## src/rtl/rename_regfile.sv

```systemverilog
`default_nettype none
// ============================================================================
// Module   : rename_regfile
// Brief    : Architectural register file with per-register ROB rename tags.
//            Optional macro RENAME_RF_BYPASS_EN forwards a matching in-flight
//            commit to the read ports in the same cycle.
// Revision : 1.0 - initial release
// ============================================================================
module rename_regfile #(
  parameter int XLEN    = 32,
  parameter int REG_NUM = 32,
  parameter int TAG_W   = 4
) (
  input  logic             clk,
  input  logic             rst_n,
  input  logic             rdy,
  input  logic             flush,
  input  logic             rn_en,
  input  logic [4:0]       rn_rd,
  input  logic [TAG_W-1:0] rn_tag,
  input  logic             cm_en,
  input  logic [4:0]       cm_rd,
  input  logic [TAG_W-1:0] cm_tag,
  input  logic [XLEN-1:0]  cm_val,
  input  logic [4:0]       rs1_addr,
  input  logic [4:0]       rs2_addr,
  output logic             rs1_ready,
  output logic [XLEN-1:0]  rs1_val,
  output logic             rs2_ready,
  output logic [XLEN-1:0]  rs2_val
);

  logic [XLEN-1:0]    r_val [REG_NUM];
  logic [TAG_W-1:0]   r_tag [REG_NUM];
  logic [REG_NUM-1:0] r_busy;

  logic w_cm_wr;
  logic w_rn_wr;
  logic w_cm_clr;

  assign w_cm_wr  = cm_en && (cm_rd != 5'd0);
  assign w_rn_wr  = rn_en && (rn_rd != 5'd0) && !flush;
  // An older producer committing must not release a register a newer rename still owns.
  assign w_cm_clr = w_cm_wr && (r_tag[cm_rd] == cm_tag) && !(w_rn_wr && (rn_rd == cm_rd));

  always_ff @(posedge clk or negedge rst_n) begin
    if (!rst_n) begin
      r_busy <= '0;
      for (int i = 0; i < REG_NUM; i++) begin
        r_val[i] <= '0;
        r_tag[i] <= '0;
      end
    end else if (rdy) begin
      if (w_cm_wr) begin
        r_val[cm_rd] <= cm_val;
      end
      if (flush) begin
        r_busy <= '0;
      end else begin
        if (w_cm_clr) begin
          r_busy[cm_rd] <= 1'b0;
        end
        if (w_rn_wr) begin
          r_busy[rn_rd] <= 1'b1;
          r_tag[rn_rd]  <= rn_tag;
        end
      end
    end
  end

  // Returns {ready, value}; a pending register yields its tag zero-extended.
  function automatic logic [XLEN:0] f_read(input logic [4:0] addr);
    logic [XLEN:0] res;
    res = {1'b1, r_val[addr]};
    if (addr == 5'd0) begin
      res = {1'b1, {XLEN{1'b0}}};
    end else if (r_busy[addr]) begin
      res = {1'b0, {(XLEN-TAG_W){1'b0}}, r_tag[addr]};
`ifdef RENAME_RF_BYPASS_EN
      if (cm_en && (cm_rd == addr) && (r_tag[addr] == cm_tag)) begin
        res = {1'b1, cm_val};
      end
`endif
    end
    return res;
  endfunction

  always_comb begin
    {rs1_ready, rs1_val} = f_read(rs1_addr);
  end

  always_comb begin
    {rs2_ready, rs2_val} = f_read(rs2_addr);
  end

endmodule
`default_nettype wire

```

## config.mk

```make
export PLATFORM = sky130hd
export DESIGN_NAME = rename_regfile
export DESIGN_NICKNAME = d
export VERILOG_FILES = /design/src/rtl/rename_regfile.sv
export SDC_FILE = /design/constraint.sdc
export NUM_CORES = 2
export LEC_CHECK = 0
export ABC_CLOCK_PERIOD_IN_PS = 5300
export CAP_MARGIN = 5
export CELL_PAD_IN_SITES_DETAIL_PLACEMENT = 0
export CELL_PAD_IN_SITES_GLOBAL_PLACEMENT = 1
export CORE_UTILIZATION = 60
export CTS_BUF_LIST = sky130_fd_sc_hd__clkbuf_8
export CTS_CLUSTER_DIAMETER = 80
export CTS_CLUSTER_SIZE = 40
export DETAILED_ROUTE_END_ITERATION = 7
export PLACE_DENSITY = 0.87
export SYNTH_ARGS = -nofsm -noshare
export SYNTH_HDL_FRONTEND = slang
export SYNTH_SLANG_ARGS = --single-unit
```

## constraint.sdc

```tcl
create_clock -name clk -period 5.3 [get_ports clk]
set_clock_uncertainty 0.15 [all_clocks]
set_input_delay 0.53 -clock clk [delete_from_list [all_inputs] [get_ports clk]]
set_output_delay 0.53 -clock clk [all_outputs]
set_load 0.005 [all_outputs]
```

==> impl_metrics.ini <==
[yosys]
ys_ff_latch = 1184
synth_cells = 4005
seq_area_frac_synth = 0.461
synth.avg_cell_area_um2 = 16.0
syn-cell-area_um2 = 64300
synth_ff_type = dfrtp_1
synth_edf_count = 0
syn-num-nets = 4071
synth_cell_types = 49
synth_warnings = 0
synthArstFlopShare = 1.00

[floorplanning]
core.rowCount = 119
die_h_um = 329
coreArea_um2 = 106000
initial_core_util = 0.608
die_w_um = 329
ioPinCount = 132
die_area_um2 = 108000

[finish]
fillers = 7508
final_cells = 5274
seq_area_um2 = 29600
area_growth_pct = 6.23
layout_common_cells = dfrtp_1, mux2_2, mux4_2, mux2i_1, clkdlybuf4s50_1
finalNetCount = 3904
drive_gt1_frac = 0.541
mostFrequentLayoutCell = dfrtp_1
multiInputGateArea_um2 = 32900

[clock_tree]
postCtsHoldBufs = 1
clock_path_buffers = 3
ctsResizeCount = 0
numClockSinks = 1184
post_cts_buffers = 0
tritoncts = yes
cts_buffers = 50
cts_root_buf = clkbuf_8
h-tree-depth = 2
insertion_delay_ns = 0.89
clk_pin_slew_ns = 0.23

[global_route]
gr-total-overflow = 0
track_usage = 0.342
grt_max_degree = 137
grt_pass1_wl_um = 270000
grt_pass1_vias = 39700
antenna_found_initial = 10

[critical_path]
cp.required_ns = 4.62
start_kind = flop
cp-end-kind = output port
crit_type = reg -> out
path_max_fanout = 16
cp.arrival_ns = 4.26

[routing]
drc = 8
vias_per_cell = 7.36
wl_per_cell_um = 34.2
drt_first_pass_iters = 7
vias = 38800
antenna_left = 0
routed_wl_um = 180000
drt_iter0_drc = 4330

[pwr]
vdd_drop_max_mv = 0.335
p_switching_mw = 5.86
p_int_mw = 13.8
p_leak_nw = 29.7
pwr-share-clk = 0.237
p_comb_frac = 0.209
powerDensity_nw_per_um2 = 288
switching_share = 0.298
power.total_mw = 19.7
pwr-share-seq = 0.554

[placed_design]
dp.cells = 5176
io_buffers = 131
gp_congestion = 0.916
hpwlAfterDp_um = 106000

[timing]
setup_viol_count_final = 0
max_freq_mhz = 203
min_period_over_period = 0.932
worst_pin_slew_ns = 1.35
finalCriticalPeriod_ns = 4.94
fin_setup_tns_ns = 0
slew_headroom = 0.0947
rsz0062_at_grt = no
finalHoldViolations = 0
maxSlewViolCount = 0

[worst_hold_path]
hold_path.class = in -> async

[flow_run]
max_cap_viol_count = 0

[outcome]
violations = design-rule violations
outcome = finished, violations left
power groups by stage:
stage               clock network, mW  logic [mW]  registers (mW)
floorplan                           0        2.97            10.8
global route                     5.00        4.37            11.0
finish                           4.65        4.11            10.9
CTS                              4.72        4.12            10.9
global placement                    0        4.02            10.9
detailed placement                  0        4.11            11.0
flip-flops by register name, summed over array words and instances (netlist names):
signal	count
r_busy	32
r_tag	128
r_val	1024
area by class of cell:
| class | instances | share of cell area |
|---|---|---|
| multi-input cells | 2364 | 0.482 |
| flip-flops and latches | 1184 | 0.434 |
| repair buffers | 230 | 0.0363 |
| well taps | 1391 | 0.0255 |
| clock inverters | 41 | 0.0110 |
| clock buffers | 51 | 0.0103 |
| inverters | 8 | 0.000660 |
| diodes | 5 | 0.000183 |
through the flow:
| stage | setup slack, ns | hold WS (ns) | utilization | area, um^2 |
|---|---|---|---|---|
| floorplan | 1.91 | 0.0844 | - | 64300 |
| global placement | 0.646 | 0.226 | 0.632 | 66800 |
| detailed placement | 0.651 | 0.233 | 0.632 | 66800 |
| CTS | 0.339 | 0.104 | 0.646 | 68300 |
| global route | 0.240 | 0.145 | 0.646 | 68300 |
| finish | 0.362 | 0.112 | 0.646 | 68300 |
synth_stat cells (3+ instances only):
cell type     n  share of area
or4bb_1       6         0.0011
or4_1         3        0.00035
or2_2         3        0.00029
a211oi_1      3        0.00035
nand2b_1      3        0.00029
nor3_1       13         0.0010
nor4_1       10        0.00097
nand3b_1      3        0.00035
xor2_1        8         0.0011
dfrtp_1    1184           0.46
mux2_2     1124           0.20
inv_1         6        0.00035
a21oi_1      30         0.0023
buf_2       160          0.012
clkbuf_1    271          0.016
or4b_1        3        0.00047
buf_6         6         0.0011
mux4_2      732           0.26
buf_1        10        0.00058
o21ai_1       8        0.00062
nand3_1      10        0.00078
nor2_1      123         0.0072
nand2_1      46         0.0027
nand4b_1      5        0.00068
a31oi_1      14         0.0014
a22oi_1      16         0.0019
a32oi_1       3        0.00041
mux4_1        8         0.0033
o22ai_1      32         0.0031
nor2b_1       6        0.00058
nand4_1       3        0.00029
a311oi_1      3        0.00041
mux2i_1     128          0.020
critical path, cell delays in order (launching register included):
cell	delay [ns]
dfrtp_1	0.47
mux4_1	0.49
mux4_2	0.51
mux2i_4	0.51
o21ai_4	0.34
buf_4	0.34
nor2_1	0.17
clkdlybuf4s50_1	0.52
logic make-up after synthesis:
group,count (synthesis),synth area share
and+or+nand+nor,249,0.0186
AOI/OAI and AO/OA,113,0.0115
xor gates and xnor gates,8,0.00109
buffers and inverters,457,0.0306
DFF,1184,0.461
muxes,1994,0.477
path summary, 6_finish.rpt:
kind / start / endpoint / slack [ns] / depth (start not counted)
worst max-delay path: r_busy[6] / rs1_val[27] / 0.36 / 7
worst min-delay path: rst_n / r_tag[61] / 0.11 / 2
worst max register to register: r_tag[84] / r_busy[11] / 2.08 / 7
worst min register to register: r_val[1009] / r_val[1009] / 0.27 / 0
max in group asynchronous: rst_n / r_val[458] / 3.53 / 3
min in group clk: r_val[1009] / r_val[1009] / 0.27 / 0
layer usage:
metal  vias to the layer above  global-route usage  share of wire
li1                      15300                   -              -
met1                     21400               0.495           0.40
met2                      1814               0.523           0.47
met3                       350              0.0816          0.096
met4                         8               0.102          0.033
met5                         -                   0        0.00027
(Power assumes the default switching activity.)
